--- src/rtl/mmio_io_ctrl.sv ---
// rtl/mmio_io_ctrl.sv - IO-region decode, UART ready/valid glue, performance counters (optional MMIO_BRANCH_CNT_EN)
module mmio_io_ctrl #(
    parameter int         CNT_W     = 32,
    parameter logic [1:0] IO_REGION = 2'd2
) (
    input  logic        clk,
    input  logic        rst,
    input  logic [31:0] io_addr,
    input  logic [31:0] io_wdata,
    input  logic        io_we,
    input  logic        io_re,
    input  logic        instr_retire,
    input  logic        branch_retire,
    input  logic        branch_taken,
    input  logic [7:0]  uart_rx_data_out,
    input  logic        uart_rx_data_out_valid,
    output logic        uart_rx_data_out_ready,
    output logic [7:0]  uart_tx_data_in,
    output logic        uart_tx_data_in_valid,
    input  logic        uart_tx_data_in_ready,
    output logic [31:0] io_rdata,
    output logic [31:0] cyc_counter,
    output logic [31:0] instr_counter
);
    localparam logic [0:0] TX_IDLE = 1'b0;
    localparam logic [0:0] TX_PEND = 1'b1;
    localparam logic [CNT_W-1:0] CNT_ONE = {{(CNT_W-1){1'b0}}, 1'b1};

    logic              hit;
    logic [7:0]        off;
    logic              tx_wr;
    logic              cnt_clr;
    logic              tx_rdy;
    logic [0:0]        tx_state_q, tx_state_d;
    logic [7:0]        tx_byte_q, tx_byte_d;
    logic [CNT_W-1:0]  cyc_q, cyc_d;
    logic [CNT_W-1:0]  instr_q, instr_d;
    logic [31:0]       rdata_q, rdata_d;
    logic [31:0]       rd_mux;

    assign hit     = (io_addr[31:30] == IO_REGION);
    assign off     = io_addr[7:0];
    assign tx_wr   = io_we & hit & (off == 8'h08);
    assign cnt_clr = io_we & hit & (off == 8'h18);
    assign tx_rdy  = uart_tx_data_in_ready & (tx_state_q == TX_IDLE);

    assign uart_rx_data_out_ready = io_re & hit & (off == 8'h04);
    assign uart_tx_data_in        = tx_byte_q;
    assign uart_tx_data_in_valid  = (tx_state_q == TX_PEND);
    assign io_rdata               = rdata_q;
    assign cyc_counter            = 32'(cyc_q);
    assign instr_counter          = 32'(instr_q);

`ifdef MMIO_BRANCH_CNT_EN
    logic [CNT_W-1:0] br_q, br_d;
    logic [CNT_W-1:0] tkn_q, tkn_d;

    always_comb begin
        br_d  = br_q;
        tkn_d = tkn_q;
        if (cnt_clr) begin
            br_d  = '0;
            tkn_d = '0;
        end else begin
            if (branch_retire)                br_d  = br_q + CNT_ONE;
            if (branch_retire & branch_taken) tkn_d = tkn_q + CNT_ONE;
        end
    end

    always_ff @(posedge clk) begin
        if (rst) begin
            br_q  <= '0;
            tkn_q <= '0;
        end else begin
            br_q  <= br_d;
            tkn_q <= tkn_d;
        end
    end

    wire unused_bits = &{1'b0, io_wdata[31:8], io_addr[29:8]};
`else
    wire unused_bits = &{1'b0, io_wdata[31:8], io_addr[29:8], branch_retire, branch_taken};
`endif

    // A tx write arriving while a byte is pending is dropped, even on the handshake edge.
    always_comb begin
        tx_state_d = tx_state_q;
        tx_byte_d  = tx_byte_q;
        case (tx_state_q)
            TX_IDLE: begin
                if (tx_wr) begin
                    tx_state_d = TX_PEND;
                    tx_byte_d  = io_wdata[7:0];
                end
            end
            default: begin
                if (uart_tx_data_in_ready) tx_state_d = TX_IDLE;
            end
        endcase
    end

    always_comb begin
        cyc_d   = cnt_clr ? '0 : cyc_q + CNT_ONE;
        instr_d = cnt_clr ? '0 : (instr_retire ? instr_q + CNT_ONE : instr_q);
    end

    // Counter reads see the pre-increment value of this cycle.
    always_comb begin
        rd_mux = 32'h0;
        case (off)
            8'h00:   rd_mux = {30'b0, uart_rx_data_out_valid, tx_rdy};
            8'h04:   rd_mux = {24'b0, uart_rx_data_out};
            8'h10:   rd_mux = 32'(cyc_q);
            8'h14:   rd_mux = 32'(instr_q);
`ifdef MMIO_BRANCH_CNT_EN
            8'h1C:   rd_mux = 32'(br_q);
            8'h20:   rd_mux = 32'(tkn_q);
`endif
            default: rd_mux = 32'h0;
        endcase
    end

    assign rdata_d = (io_re & hit) ? rd_mux : rdata_q;

    always_ff @(posedge clk) begin
        if (rst) begin
            tx_state_q <= TX_IDLE;
            tx_byte_q  <= 8'h00;
            cyc_q      <= '0;
            instr_q    <= '0;
            rdata_q    <= 32'h0;
        end else begin
            tx_state_q <= tx_state_d;
            tx_byte_q  <= tx_byte_d;
            cyc_q      <= cyc_d;
            instr_q    <= instr_d;
            rdata_q    <= rdata_d;
        end
    end
endmodule

--- config.mk ---
export PLATFORM = sky130hd
export DESIGN_NAME = mmio_io_ctrl
export DESIGN_NICKNAME = d
export VERILOG_FILES = /design/src/rtl/mmio_io_ctrl.sv
export SDC_FILE = /design/constraint.sdc
export NUM_CORES = 1
export LEC_CHECK = 0
export ABC_AREA = 1
export CAP_MARGIN = 25
export CORE_ASPECT_RATIO = 0.5
export CORE_UTILIZATION = 46
export DETAILED_ROUTE_END_ITERATION = 8
export GPL_ROUTABILITY_DRIVEN = 0
export PLACE_DENSITY = 0.81
export SETUP_SLACK_MARGIN = 0.5
export SLEW_MARGIN = 20
export SYNTH_ARGS = -nofsm -noshare
export SYNTH_HDL_FRONTEND = slang
export SYNTH_SLANG_ARGS = --single-unit
export TNS_END_PERCENT = 1
--- constraint.sdc ---
create_clock -name clk -period 1.98 [get_ports clk]
set_input_delay 0.297 -clock clk [delete_from_list [all_inputs] [get_ports clk]]
set_output_delay 0.297 -clock clk [all_outputs]
set_load 0.05 [all_outputs]
Word-level counts from Yosys, hierarchy flattened

Index checks and enable logic that the tools add are counted.

Logic and storage cells: 27
Output and inout port bits: 106
Register bits: 105
Input port bits: 81

Multiplexer cells: 4
Reductions and logical operators: 3
Bitwise gates (word level): 7
Equality and inequality tests: 6
Add/sub/neg operators: 2

Operators by type and width:

| operator                                                        | number |
|---|---|
| 32-bit one-hot mux with 4 select lines                          | 1 |
| 32-bit by 1-bit adder with 32-bit output, second input constant | 2 |
| 8-bit by 5-bit == test with 1-bit output, second input constant | 3 |
| 8-bit by 3-bit == test with 1-bit output, second input constant | 1 |
| 8-bit by 4-bit == test with 1-bit output, second input constant | 1 |
| 8-bit logical NOT                                               | 1 |
| 1-bit AND                                                       | 6 |
| 1-bit two-way mux                                               | 3 |
| 2-bit == test, second input constant                            | 1 |
| 2-bit AND reduction                                             | 1 |
| 2-bit OR reduction                                              | 1 |
| 1-bit inverter                                                  | 1 |

Longest topological paths before layout

Gate-level depths: netlist of run 1.

Word-level depth: 5
Depth in mapped cells: 11
Depth with buffers taken out: 11

Least setup slack after synthesis of run 1

OpenSTA, ideal clock, no wires.

Path type: input port to output port
Start point: input port io_addr[30]
End point: output port uart_rx_data_out_ready
Setup slack: -0.568 ns
Stages on the path: 4
Buffers on the path: 1
Arrival: 2.251 ns
Path through: inv_1 nand3_1 clkbuf_1 nor4_1

Longest elaborated chain between the ends: 3

Ends and longest elaborated chain:

| element                | RTL line | RTL |
|---|---|---|
| start, declared        | 8        | `input logic [31:0] io_addr,` |
| 2-bit == test          | 41       | `assign hit = (io_addr[31:30] == IO_REGION);` |
| 1-bit AND (2 in a row) | 47       | `assign uart_rx_data_out_ready = io_re & hit & (off == 8'h04);` |
| end, declared          | 17       | `output logic uart_rx_data_out_ready,` |

No other way between the ends.

Worst setup path after layout of run 1

Start point: register cyc_q[18] (netlist: cyc_counter[18])
End point: output port cyc_counter[18]

RTL lines:

| element                | RTL line | RTL |
|---|---|---|
| start, declared        | 36       | `logic [CNT_W-1:0] cyc_q, cyc_d;` |
| start signal, assigned | 135      | `cyc_q <= cyc_d;` |
| end, declared          | 22       | `output logic [31:0] cyc_counter,` |

No word-level cell between the ends.

==> results of run 1 <==
==> layer usage <==
metal,wire (microns),vias to the layer above
met5,0,-
met4,194,0
met3,2183,22
met2,7870,339
met1,7825,2786
li1,-,2993
==> registers in the layout, indices dropped and copies added (netlist names) <==
| signal | cells |
|---|---|
| uart_tx_data_in_valid | 1 |
| io_rdata | 32 |
| instr_counter | 32 |
| uart_tx_data_in | 8 |
| cyc_counter | 32 |
==> synth_stat cells, types with 2 or more instances <==
cell	number	area share, %
a21oi_1	66	6.2
a31oi_1	3	0.35
buf_2	11	1.0
clkbuf_1	10	0.70
dfxtp_1	105	39
ha_1	2	0.47
inv_1	90	6.3
inv_2	2	0.14
nand2_1	217	15
nand2_2	3	0.35
nand3_1	64	6.0
nand4_1	15	1.8
nor2_1	125	8.8
nor2_2	3	0.35
nor2_4	4	0.84
nor3_1	18	1.7
nor3_2	2	0.37
nor4_1	2	0.23
o21a_1	3	0.42
o21ai_0	36	3.4
o22ai_1	17	2.0
xnor2_1	3	0.49
xor2_1	9	1.5
==> final cells by class <==
cell class                 count  area, sq um
clock buffer                   9        225.2
timing repair buffer         177         1649
timing repair inverter         3        22.52
fill                         980         3610
sequential                   105         2157
tap                          145        181.4
clock inverter                 7        76.32
multi-input combinational    600         2868
inverter                      94        359.1
==> power groups by stage <==
stage	combinational [W]	clock, W	sequential (W)
after floorplan	0.000104	0	0.00222
after global placement	0.000266	0	0.00219
after detailed placement	0.000271	0	0.00219
after CTS	0.000270	0.00186	0.00214
after global routing	0.000321	0.00194	0.00214
final	0.000300	0.00185	0.00214
==> logic make-up (layout without fill, tap and decap cells) <==
group                      after synthesis  in the layout
AOI/OAI and AO/OA                      126            126
xor gates and xnor gates                12             12
adders and majority gates                2              2
buffers and inverters                  118            290
DFF                                    105            105
and+or+nand+nor                        460            460
==> worst max path at each step <==
stage                            from           endpoint  slack [ns]  depth (start not counted)
global route         instr_counter[1]  instr_counter[26]        0.32                          9
CTS                   cyc_counter[16]    cyc_counter[16]        0.38                          1
floorplan           instr_counter[20]  instr_counter[31]        0.44                          5
detailed placement         io_addr[2]   instr_counter[8]       -0.14                          9
global placement           io_addr[2]   instr_counter[8]       -0.06                          9
finish                cyc_counter[18]    cyc_counter[18]        0.36                          1
==> what timing repair did <==
item                                    4_1_cts  5_1_grt
pin swaps                                     7        6
gates resized for setup                     154       13
endpoints found under the setup margin      195      188
gates cloned                                  1        2
setup buffers                                 3        9
==> through the flow <==
stage | instance area (sq um) | setup WS [ns] | total power, W
after global routing | 7538 | 0.3170 | 0.004401
after global placement | 7137 | -0.05820 | 0.002456
after detailed placement | 7137 | -0.1379 | 0.002463
after CTS | 7398 | 0.3786 | 0.004274
final | 7538 | 0.3558 | 0.004288
after floorplan | 5451 | 0.4437 | 0.002320
==> metrics.txt, run 1 <==
status finished clean; total die area ~12000 sq um; fraction of layout cells with a size suffix above 1 14.57%; H-tree Lvls 3; hold path startpoint io_rdata[16]; row cnt 27; Power Internal between 0.003 and 0.004 W; unrepaired setup endpoints after global routing true; final net count approximately 1100; Mapped Nets 906; FF-to-FF Start instr_counter[7]; Compound-Gate Fraction of Synth Area between 10% and 20%; Avg Cell Area, Syn around 6.5 sq um; via count 6140; clock network power share 43.1%; Layout Skew 0.008077 ns; Final Hold Vio Count 0; Tot GR Track Use around 30%; max cap viols 0; IO buf count 138; met1 usage 39.54%; Yosys Warn Count 0; Synth-to-Final Area Change 40.74%; DRT iter0 DRCs slightly above 600; fmax 0.6157 GHz; hold path cells 2; commonest non-fill, non-tap cell in the layout nand2_1; drt drc 0; clk slew on worst S/H paths 0.07 ns; Sw Share around a quarter; DP Cell Count around 1100; Min Hold Slack ~0.46 ns; Largest stage delay, worst path between 0.5 and 0.6 ns; number of synthesized flops with an enable pin 0; Top Family by Delay on Critical Path buffers and inverters; Ports roughly 190; first-pass GRT wire length about 28000 microns; hpwl dp approximately 13000 microns; clock root cell clkbuf_16; largest net degree at the start of global routing 34; total gr overflow 0; CTS sink count roughly 110; worst r2r path cells 9; DRT antenna net count 0; largest family of logic cells by synthesized area simple AND/OR/NAND/NOR gates; Post-Synth Adder-Cell Area less than 1%; final setup violating endpoints 0; Post-Route Utilization between 60% and 70%; CTS tree built; CP required 1.68 ns; Logic pwr share ~7%; sequential area share after synthesis 39.24%; Switch Pwr between 0.001 and 0.0015 W; Hold Crit Class flip-flop to flip-flop; min cycle time layout 1.624 ns; setup slack, reg-to-reg roughly 0.42 ns; Async SR Flop Fraction 0%; cell count after synthesis a little over 800; Final Instance Count excl. Fillers approximately 1100; xor/xnor cell area share of the yosys netlist slightly below 2%; drt via density ~5.4; hold_buf cts 0; CP Launch Type flip-flop; Worst setup EP type primary output; starting density of the core about 48%; GRT busiest layer met2; Clock Path Buffers 2; critical-path cell list clkdlybuf4s15_1; Post-synth top flop dfxtp_1; GR Util met2 between 40% and 50%; Total Negative Setup Slacks 0 ns; Slowest-stage cell, CP clkdlybuf4s15_1; Worst Path Max Fanout 6; VDD IR max 0.3957 mV; simple-gate portion of the synthesized area between 30% and 40%; mux contribution to synthesized area 0%; Cell Area, Synth approximately 5400 sq um; CTS Buf Count 9; TritonRoute pass-1 iters 6; Crit Path Class flip-flop to primary output; WL/cell ~16 microns; GR Util met3 under 10%; initial antenna violation count 0; R2R Path End instr_counter[30]; worst endpoint data arrival time ~1.3 ns; # diodes 0; fin. max-slew vios 0; Die Y 78.31 microns; most frequent cells in the layout nand2_1 (214), nor2_1 (122), inv_1 (88); Flop pwr share 49.9%; Buf/Inv on CP 1; Tcrit/Tclk final ~80%; library cells used by synthesis 36; WL final around 18000 microns; Min-Delay Endpoint io_rdata[16]; Pwr Density roughly 570 nW/um^2; static leakage 3.085 nW; vias in the first global route around 5500; Tightest Pin Transition 0.5403 ns; die width approximately 150 microns; worst-skew pair later-pin latency 0.35 ns; Max transition margin between 60% and 70%; Synth Register Bits between 100 and 150; core area between 10000 and 15000 sq um
No activity file was read; power rests on OpenSTA's default activity.
==> inputs of run 2 (changes only) <==
Clock period 1.98 ns to 1.5 ns, I/O delays scaled along.
==> run 2 against run 1 <==
Against the previous run:
- critical path type is now flip-flop to flip-flop
- largest power group unchanged
- routed wire length is 55% higher
- via count is 27% higher
- the run now ends with DRC, setup timing left
- register-to-register slack got worse by 0.64 ns
- die area unchanged
- largest cell class unchanged
- non-clock buffer count increased by 61
- clock-buffer cell count increased by 1
==> metrics.txt, run 2 (synthesized netlist as in run 1, its figures left out) <==
Pwr Density 595.2 nW/um^2 (was 568.9 nW/um^2); hold_buf cts 0 (unchanged); worst r2r path cells 7 (was 9); Worst path depth 7 (was 1); largest net degree at the start of global routing 44 (was 34); DRT iter0 DRCs 1561 (was 621); vias in the first global route 6289 (was 5512); Max transition margin 66.82% (was 64.13%); Tot GR Track Use 34.49% (was 29.59%); Die Y 78.31 microns (unchanged); fin. max-slew vios 0 (unchanged); hpwl dp 15170 microns (was 13380 microns); Clock Path Buffers 2 (unchanged); clock network power share 42.2% (was 43.1%); Sw Share 26.95% (was 24.51%); CP Launch Type flip-flop (unchanged); initial antenna violation count 0 (unchanged); Tcrit/Tclk final 114.4%; total die area 12110 sq um (unchanged); # diodes 0 (unchanged); CTS sink count 105 (unchanged); Flop pwr share 48.3% (was 49.9%); IO buf count 138 (unchanged); min cycle time layout ~1.7 ns; Total Negative Setup Slacks -3.332 ns (was 0 ns); clock root cell clkbuf_16 (unchanged); CTS Buf Count 9 (unchanged); starting density of the core 48.05% (unchanged); Tightest Pin Transition 0.4959 ns (was 0.5403 ns); Hold Crit Class primary input to flip-flop (was flip-flop to flip-flop); first-pass GRT wire length 32270 microns (was 27640 microns); Slowest-stage cell, CP dfxtp_2 (was clkdlybuf4s15_1); Worst Path Max Fanout 5 (was 6); DP Cell Count 1167 (was 1109); worst-skew pair later-pin latency 0.37 ns (was 0.35 ns); via count 7775 (was 6140); static leakage 3.704 nW (was 3.085 nW); WL final 28010 microns (was 18070 microns); crit-path most repeated cell nor2_4; Buf/Inv on CP 1 (unchanged); Crit Path Class flip-flop to flip-flop (was flip-flop to primary output); drt via density 6.490 (was 5.386); critical-path cell list nand2_1 > nor2_4 > nand3_4 > nor2_4 > buf_4 > a21oi_1 > o21a_1 (was clkdlybuf4s15_1); CTS tree built (unchanged); drt drc 40 (was 0); commonest non-fill, non-tap cell in the layout nand2_1 (unchanged); WL/cell 23.38 microns (was 15.85 microns); status finished with violations (was finished clean); DP Area 8369 sq um (was 7137 sq um); worst endpoint data arrival time 1.98 ns (was 1.33 ns); CP required 1.76 ns (was 1.68 ns); Setup WS pre-CTS -0.4354 ns (was -0.1379 ns); cell area after layout 9672 sq um (was 7538 sq um); fmax between 0.5 and 0.6 GHz; Ports 187 (unchanged); Final Hold Vio Count 0 (unchanged); Final Instance Count excl. Fillers 1198 (was 1140); H-tree Lvls 3 (unchanged); Layout Skew 0.01074 ns (was 0.008077 ns); Power Internal 0.004205 W (was 0.003237 W); final net count 1131 (was 1073); fraction of layout cells with a size suffix above 1 42.07% (was 14.57%); core area 11150 sq um (unchanged); Largest stage delay, worst path 0.39 ns (was 0.53 ns); clk slew on worst S/H paths 0.08 ns (was 0.07 ns); Logic pwr share 9.5% (was 7.0%); die width 154.6 microns (unchanged); Switch Pwr 0.001552 W (was 0.001051 W); fin worst setup slack -0.2161 ns (was 0.3558 ns); Top Family by Delay on Critical Path simple AND/OR/NAND/NOR gates (was buffers and inverters); Worst setup EP type flip-flop (was primary output); total power 0.005757 W (was 0.004288 W); VDD IR max 0.6132 mV (was 0.3957 mV); DRT antenna net count 0 (unchanged); unrepaired setup endpoints after global routing true (unchanged); final setup violating endpoints 33 (was 0); most frequent cells in the layout nand2_1 (195), nor2_1 (94), buf_12 (88) (was nand2_1 (214), nor2_1 (122), inv_1 (88)); hold path cells 4 (was 2); row cnt 27 (unchanged); total gr overflow 0 (unchanged); failing checks DRC, setup timing; Synth-to-Final Area Change 80.57% (was 40.74%); max cap viols 0 (unchanged); TritonRoute pass-1 iters 9 (was 6)
==> run 2: cell types whose count changed in the layout (fill, tap and decap cells not counted), sizes merged <==
cell and change:
buf +165, bufinv -1, clkbuf +4, clkdlybuf4s15 -25
clkdlybuf4s50 -1, clkinv -1, clkinvlp -5, dlygate4sd2 -85
dlymetal6s2s +4, inv +3
==> run 2: repair_timing <==
item	CTS	global route
buffers inserted	9	6
gates resized for setup	35	299
pin swaps	15	66
setup endpoints to repair	211	211
==> run 2: routing by layer <==
layer,GRT usage (%),vias to the layer above,share of wire (%),wire length [microns]
met2,56.65,837,42,11800
li1,-,3114,-,-
met4,13.17,0,8.7,2443
met5,0,-,0,0
met1,42.94,3493,33,9256
met3,10.05,331,16,4505
==> run 2: final timing paths <==
check,endpoint,from,slack (ns)
min reg2reg,io_rdata[0],io_rdata[0],0.48
min,instr_counter[1],instr_retire,0.30
max,instr_counter[20],instr_counter[6],-0.22
max reg2reg,instr_counter[20],instr_counter[6],-0.22
==> run 2: cell type report <==
type	count	area, sq um
Inverter	94	371.6
Fill cell	471	1476
Tap cell	145	181.4
Sequential cell	105	2277
Multi-Input combinational cell	600	3339
Clock inverter	6	48.80
Clock buffer	10	239.0
Timing Repair Buffer	238	3214
==> run 2: power by group through the flow <==
stage	registers (W)	logic, W	clock network, W
floorplan	0.00292	0.000135	0
global placement	0.00288	0.000436	0
detailed placement	0.00288	0.000443	0
CTS	0.00281	0.000457	0.00236
global route	0.00278	0.000558	0.00248
finish	0.00278	0.000546	0.00243
==> run 2: tightest hold or removal path, cell delays in order <==
cell and delay (ns):
dlymetal6s2s_1 0.14, buf_12 0.15, nand2_1 0.05, a21oi_1 0.05
==> run 2: stage by stage <==
stage               hold WS, ns  util, %
finish                   0.3009    86.76
global route             0.3129    86.76
CTS                      0.4713    79.01
detailed placement       0.4608    75.07
global placement         0.4572    75.07
floorplan                0.3917        -
